--- src/rtl/hazard_scoreboard_pkg.sv ---
// Shared CPU definitions for the hazard scoreboard: writer classes, register-file size,
// default load latency and forwarding-select encodings.
package hazard_scoreboard_pkg;

    localparam int unsigned NumRegs     = 32;
    localparam int unsigned LoadLatDflt = 1;
    localparam int unsigned RegIdxW     = 5;

    typedef enum logic [1:0] {
        WrAlu    = 2'd0,
        WrLoad   = 2'd1,
        WrMuldiv = 2'd2
    } wr_class_e;

    typedef enum logic [1:0] {
        FwdNone  = 2'd0,
        FwdExMem = 2'd1,
        FwdMemWb = 2'd2
    } fwd_sel_e;

    // Load and mul/div flags are mutually exclusive; neither set means an ALU writer.
    function automatic wr_class_e wr_class_of(input logic is_load, input logic is_muldiv);
        if (is_load) begin
            return WrLoad;
        end else if (is_muldiv) begin
            return WrMuldiv;
        end
        return WrAlu;
    endfunction

endpackage

--- src/rtl/hazard_sb_entry.sv ---
// Per-register scoreboard state: load countdown and mul/div-pending flag.
module hazard_sb_entry
    import hazard_scoreboard_pkg::*;
(
    input  logic       clk,
    input  logic       rstn,
    input  logic       wr_en,
    input  wr_class_e  wr_class,
    input  logic [1:0] load_lat,
    input  logic       md_clr,
    output logic [1:0] cnt,
    output logic       mdp
);

    // A new writer supersedes any older state, including a same-cycle md_done.
    always_ff @(posedge clk or negedge rstn) begin
        if (!rstn) begin
            cnt <= 2'd0;
            mdp <= 1'b0;
        end else if (wr_en) begin
            unique case (wr_class)
                WrLoad: begin
                    cnt <= load_lat;
                    mdp <= 1'b0;
                end
                WrMuldiv: begin
                    cnt <= 2'd0;
                    mdp <= 1'b1;
                end
                default: begin
                    cnt <= 2'd0;
                    mdp <= 1'b0;
                end
            endcase
        end else begin
            if (cnt != 2'd0) begin
                cnt <= cnt - 2'd1;
            end
            if (md_clr) begin
                mdp <= 1'b0;
            end
        end
    end

endmodule

--- src/rtl/hazard_scoreboard.sv ---
// In-order pipeline hazard scoreboard: load-use and mul/div RAW stalls plus the
// single-unit mul/div structural hazard, with a free-running stall cycle counter.
module hazard_scoreboard
    import hazard_scoreboard_pkg::*;
#(
    parameter int unsigned NREG     = NumRegs,
    parameter int unsigned LOAD_LAT = LoadLatDflt
) (
    input  logic               clk,
    input  logic               rstn,
    input  logic [RegIdxW-1:0] id_rs1,
    input  logic [RegIdxW-1:0] id_rs2,
    input  logic               id_rs1_used,
    input  logic               id_rs2_used,
    input  logic               id_valid,
    input  logic [RegIdxW-1:0] id_rd,
    input  logic               id_regwrite,
    input  logic               id_is_load,
    input  logic               id_is_muldiv,
    input  logic               flush,
    input  logic               md_done,
    input  logic [RegIdxW-1:0] md_rd,
    output logic               stall,
    output logic               md_busy,
    output logic [31:0]        stall_count
);

    localparam int unsigned NSlots = 1 << RegIdxW;
    localparam logic [1:0] LoadLatCnt = 2'(LOAD_LAT);

    logic [NSlots-1:0] busy_vec;
    logic              rs1_haz;
    logic              rs2_haz;
    logic              struct_haz;
    logic              md_accept;
    logic              issue;
    wr_class_e         id_class;

    assign id_class  = wr_class_of(id_is_load, id_is_muldiv);
    // md_done is meaningless unless a mul/div is actually outstanding.
    assign md_accept = md_done & md_busy & (md_rd != '0);

    assign rs1_haz    = id_rs1_used & (id_rs1 != '0) & busy_vec[id_rs1];
    assign rs2_haz    = id_rs2_used & (id_rs2 != '0) & busy_vec[id_rs2];
    assign struct_haz = id_is_muldiv & md_busy & ~md_accept;
    assign stall      = id_valid & ~flush & (rs1_haz | rs2_haz | struct_haz);

    assign issue = id_valid & ~stall & ~flush & id_regwrite & (id_rd != '0)
                 & (32'(id_rd) < NREG);

    // Slot 0 and any index beyond NREG are never tracked and never hazardous.
    for (genvar r = 0; r < NSlots; r++) begin : g_slot
        if (r >= 1 && r < NREG) begin : g_entry
            logic [1:0] cnt;
            logic       mdp;

            hazard_sb_entry u_entry (
                .clk      (clk),
                .rstn     (rstn),
                .wr_en    (issue && (id_rd == RegIdxW'(r))),
                .wr_class (id_class),
                .load_lat (LoadLatCnt),
                .md_clr   (md_accept && (md_rd == RegIdxW'(r))),
                .cnt      (cnt),
                .mdp      (mdp)
            );

            assign busy_vec[r] = (cnt != 2'd0) | mdp;
        end else begin : g_none
            assign busy_vec[r] = 1'b0;
        end
    end

    // A new mul/div issue in the same cycle as md_done keeps the unit busy.
    always_ff @(posedge clk or negedge rstn) begin
        if (!rstn) begin
            md_busy <= 1'b0;
        end else if (issue && id_class == WrMuldiv) begin
            md_busy <= 1'b1;
        end else if (md_accept) begin
            md_busy <= 1'b0;
        end
    end

    always_ff @(posedge clk or negedge rstn) begin
        if (!rstn) begin
            stall_count <= 32'd0;
        end else if (stall) begin
            stall_count <= stall_count + 32'd1;
        end
    end

endmodule

--- config.mk ---
export PLATFORM = sky130hd
export DESIGN_NAME = hazard_scoreboard
export DESIGN_NICKNAME = d
export VERILOG_FILES = /design/src/rtl/hazard_scoreboard_pkg.sv /design/src/rtl/hazard_sb_entry.sv /design/src/rtl/hazard_scoreboard.sv
export SDC_FILE = /design/constraint.sdc
export NUM_CORES = 1
export LEC_CHECK = 0
export CORE_ASPECT_RATIO = 0.6
export CORE_UTILIZATION = 60
export CTS_BUF_LIST = sky130_fd_sc_hd__clkbuf_4 sky130_fd_sc_hd__clkbuf_8
export DETAILED_ROUTE_END_ITERATION = 10
export GPL_ROUTABILITY_DRIVEN = 0
export PLACE_DENSITY = 0.82
export SYNTH_ARGS = -nofsm -noshare
export SYNTH_HDL_FRONTEND = slang
export SYNTH_SLANG_ARGS = --single-unit
--- constraint.sdc ---
create_clock -name clk -period 5.8 [get_ports clk]
set_input_delay 1.16 -clock clk [delete_from_list [all_inputs] [get_ports clk]]
set_output_delay 1.16 -clock clk [all_outputs]
set_load 0.02 [all_outputs]
==> results_dict.tcl <==
set metrics [dict create \
    final_cell_mix "dfrtp_1, inv_1, clkdlybuf4s50_1" \
    p_switching_w 0.001485 \
    grt_util_all_layers_pct 32.74 \
    hold_viol 0 \
    finClkSkew_ns 0.01272 \
    drtIter0Drc 680 \
    globalRouteOverflowTotal 0 \
    cts_setup_buffers 0 \
    portBuffers 63 \
    fin_area_mm2 0.008589 \
    drive_above_1_share_pct 10.63 \
    cpPeakStageDelay_ns 0.76 \
    setup_ws_ns 0.5128 \
    via_per_inst 6.247 \
    n_antenna_cell 0 \
    die_w_um 146.1 \
    cts_htree_levels 4 \
    run_status "completed" \
    startpoint_type "primary input" \
    die_y_um 88.44 \
    peakVddDrop_v 0.0002408 \
    post-route-period-util_pct 91.16 \
    fin_hold_ws_ns 0.4853 \
    cp_data_arrival_time_ns 4.13 \
    syn_to_final_growth_pct 14.97 \
    end_kind "output port" \
    cts.repair.resized 0 \
    setup_viol 0 \
    critPathSlowestCell "clkdlybuf4s50_1" \
    path_clk_slew_ns 0.08 \
    yosys_most_used_dff "dfrtp_1" \
    clockBufferDepth 2 \
    worstPathCellList "clkdlybuf4s50_1 -> or4bb_1 -> a41oi_1 -> a211oi_1 -> a211oi_1 -> nand4_1 -> nand2_1 -> inv_1 -> clkdlybuf4s50_1" \
    grt_max_degree 82 \
    antenna_found_initial 0 \
    ys_seq_area_share_pct 42.20 \
    crit_required_ns 4.64 \
    seqPwrFrac_pct 34.4 \
    min_period_ns 5.287 \
    path_delay_family "buffers and inverters" \
    io_pins 64 \
    grt_pass1_wl_mm 31.60 \
    synthCells 731 \
    pwr_density_cell_mw_per_mm2 444.1 \
    p_leak_nw 4.072 \
    synthArstFlopShare_pct 100.0 \
    placed_cell_area_mm2 0.008213 \
    root_buffer "clkbuf_8" \
    hold_path.class "reg -> reg" \
    fillers 851 \
    rsz0062_at_grt "no" \
    post-dp-hpwl_mm 14.61 \
    cts_tree "done" \
    synth-seq-cells 126 \
    syn_nets 793 \
    post_synth.cell_area_avg_um2 10.22 \
    combPwrFrac_pct 46.2 \
    dr_total_vias 6085 \
    drc 0 \
    fin_nets 858 \
    final_common_cell "dfrtp_1" \
    final.setup.tns_ns 0 \
    max_freq_ghz 0.1891 \
    cts_made_buffers 17 \
    switching_share_pct 38.93 \
    dieArea_mm2 0.01292 \
    cp_max_fo 11 \
    rows 31 \
    synth_edf_count 0 \
    maxSlewHeadroom_pct 23.85 \
    synth_area_mm2 0.007471 \
    synth.distinct_cells 55 \
    max_slew.worst_pin.slew_ns 1.134 \
    start_util_pct 61.73 \
    dr.pass1.iters 8 \
    cp.buffers_inverters 3 \
    ys_warn_count 0 \
    place_ws_ns 0.5966 \
    maxCapViolations 0 \
    ant_nets 0 \
    p_int_w 0.002330 \
    core_mm2 0.01210 \
    drt-total-wl_mm 19.90 \
    hold_buffers 0 \
    clk_latency_ns 0.45 \
    wl_per_cell_um 20.43 \
    crit_type "in -> out" \
    maxSlewViolCount 0 \
    cts.sinks 126 \
    grt_pass1_vias 5996 \
    p_clk_share_pct 19.4 \
]
-- per-layer routing --
layer / share of wire [%] / global-route usage, %
met2: 44 / 49.89
met5: 0 / 0
met4: 2.4 / 13.54
met1: 43 / 44.71
met3: 11 / 9.227
-- through the flow --
| stage | power [W] | std cells | util (%) |
|---|---|---|---|
| 2_1_floorplan | 0.002591 | 731 | - |
| 3_3_place_gp | 0.002877 | 942 | 67.87 |
| 3_5_place_dp | 0.003051 | 942 | 67.87 |
| 4_1_cts | 0.003797 | 974 | 70.98 |
| 5_1_grt | 0.004083 | 974 | 70.98 |
| 6_report | 0.003815 | 974 | 70.98 |
-- cells in the mapped netlist, drive strengths merged, types with 12 or more instances --
cell	number	area [um^2]
inv	71	266.5
xnor2	38	332.8
nor2	49	183.9
and3	12	75.07
mux2	33	371.6
mux2i	33	330.3
clkbuf	13	48.80
nand3	26	130.1
dfrtp	126	3153
nand4	21	212.7
mux4	13	296.5
nor2b	25	156.4
nand2	31	116.4
o21ai	37	185.2
xor2	24	210.2
ha	32	400.4
a21oi	43	215.2
nor3	15	85.08
nand2b	15	93.84
-- worst paths after layout --
check | start | to | slack, ns | cells after the start
min in group asynchronous | rstn | stall_count[11] | 0.89 | 1
min reg2reg | stall_count[31] | stall_count[31] | 0.49 | 1
max | id_rs1[2] | stall | 0.51 | 9
max in group asynchronous | rstn | stall_count[28] | 3.69 | 2
min | stall_count[31] | stall_count[31] | 0.49 | 1
max reg2reg | g_slot[21].g_entry.u_entry.cnt[0] | g_slot[27].g_entry.u_entry.cnt[0] | 2.08 | 10
-- worst reg2reg max path, delay by kind of cell (launching register included) --
kind / cells / cell delay (ns)
AO/OA/AOI/OAI: 1 / 0.23
adder cells (fa/ha/maj): 1 / 0.26
buffers and inverters: 2 / 0.44
flip-flops: 1 / 0.41
multiplexers: 3 / 1.15
AND/OR/NAND/NOR: 3 / 1.10
-- power groups by stage --
| stage | Sequential, W | Combinational, W | Clock, W |
|---|---|---|---|
| CTS | 0.00131 | 0.00174 | 0.000749 |
| global route | 0.00135 | 0.00195 | 0.000784 |
| floorplan | 0.00131 | 0.00128 | 0 |
| finish | 0.00131 | 0.00176 | 0.000742 |
| detailed placement | 0.00133 | 0.00172 | 0 |
| global placement | 0.00130 | 0.00157 | 0 |
-- area by class of cell --
cell class              count  area (um^2)  share of cell area (%)
clock inverters            13        115.1                   1.340
flip-flops and latches    126         3153                   36.71
inverters                  71        266.5                   3.103
clock buffers              19        261.5                   3.044
multi-input cells         510         3906                   45.48
well taps                 165        206.4                   2.403
repair buffers             70        680.7                   7.924
-- registers in the layout, indices dropped and copies added, names as in the netlist --
name and cells:
md_busy 1, stall_count 32, g_slot.g_entry.u_entry.cnt 62, g_slot.g_entry.u_entry.mdp 31
-- logic make-up (layout without fill, tap and decap cells) --
group / count (synthesis) / count (layout) / share of synthesized area (%)
fa+ha+maj: 32 / 32 / 5.359
flops: 126 / 126 / 42.20
xor+xnor: 62 / 62 / 7.268
buf+inv: 95 / 173 / 5.527
compound gates: 94 / 94 / 6.884
mux: 79 / 79 / 13.36
simple gates: 243 / 243 / 19.39
Power figures use the tool's default switching activity.
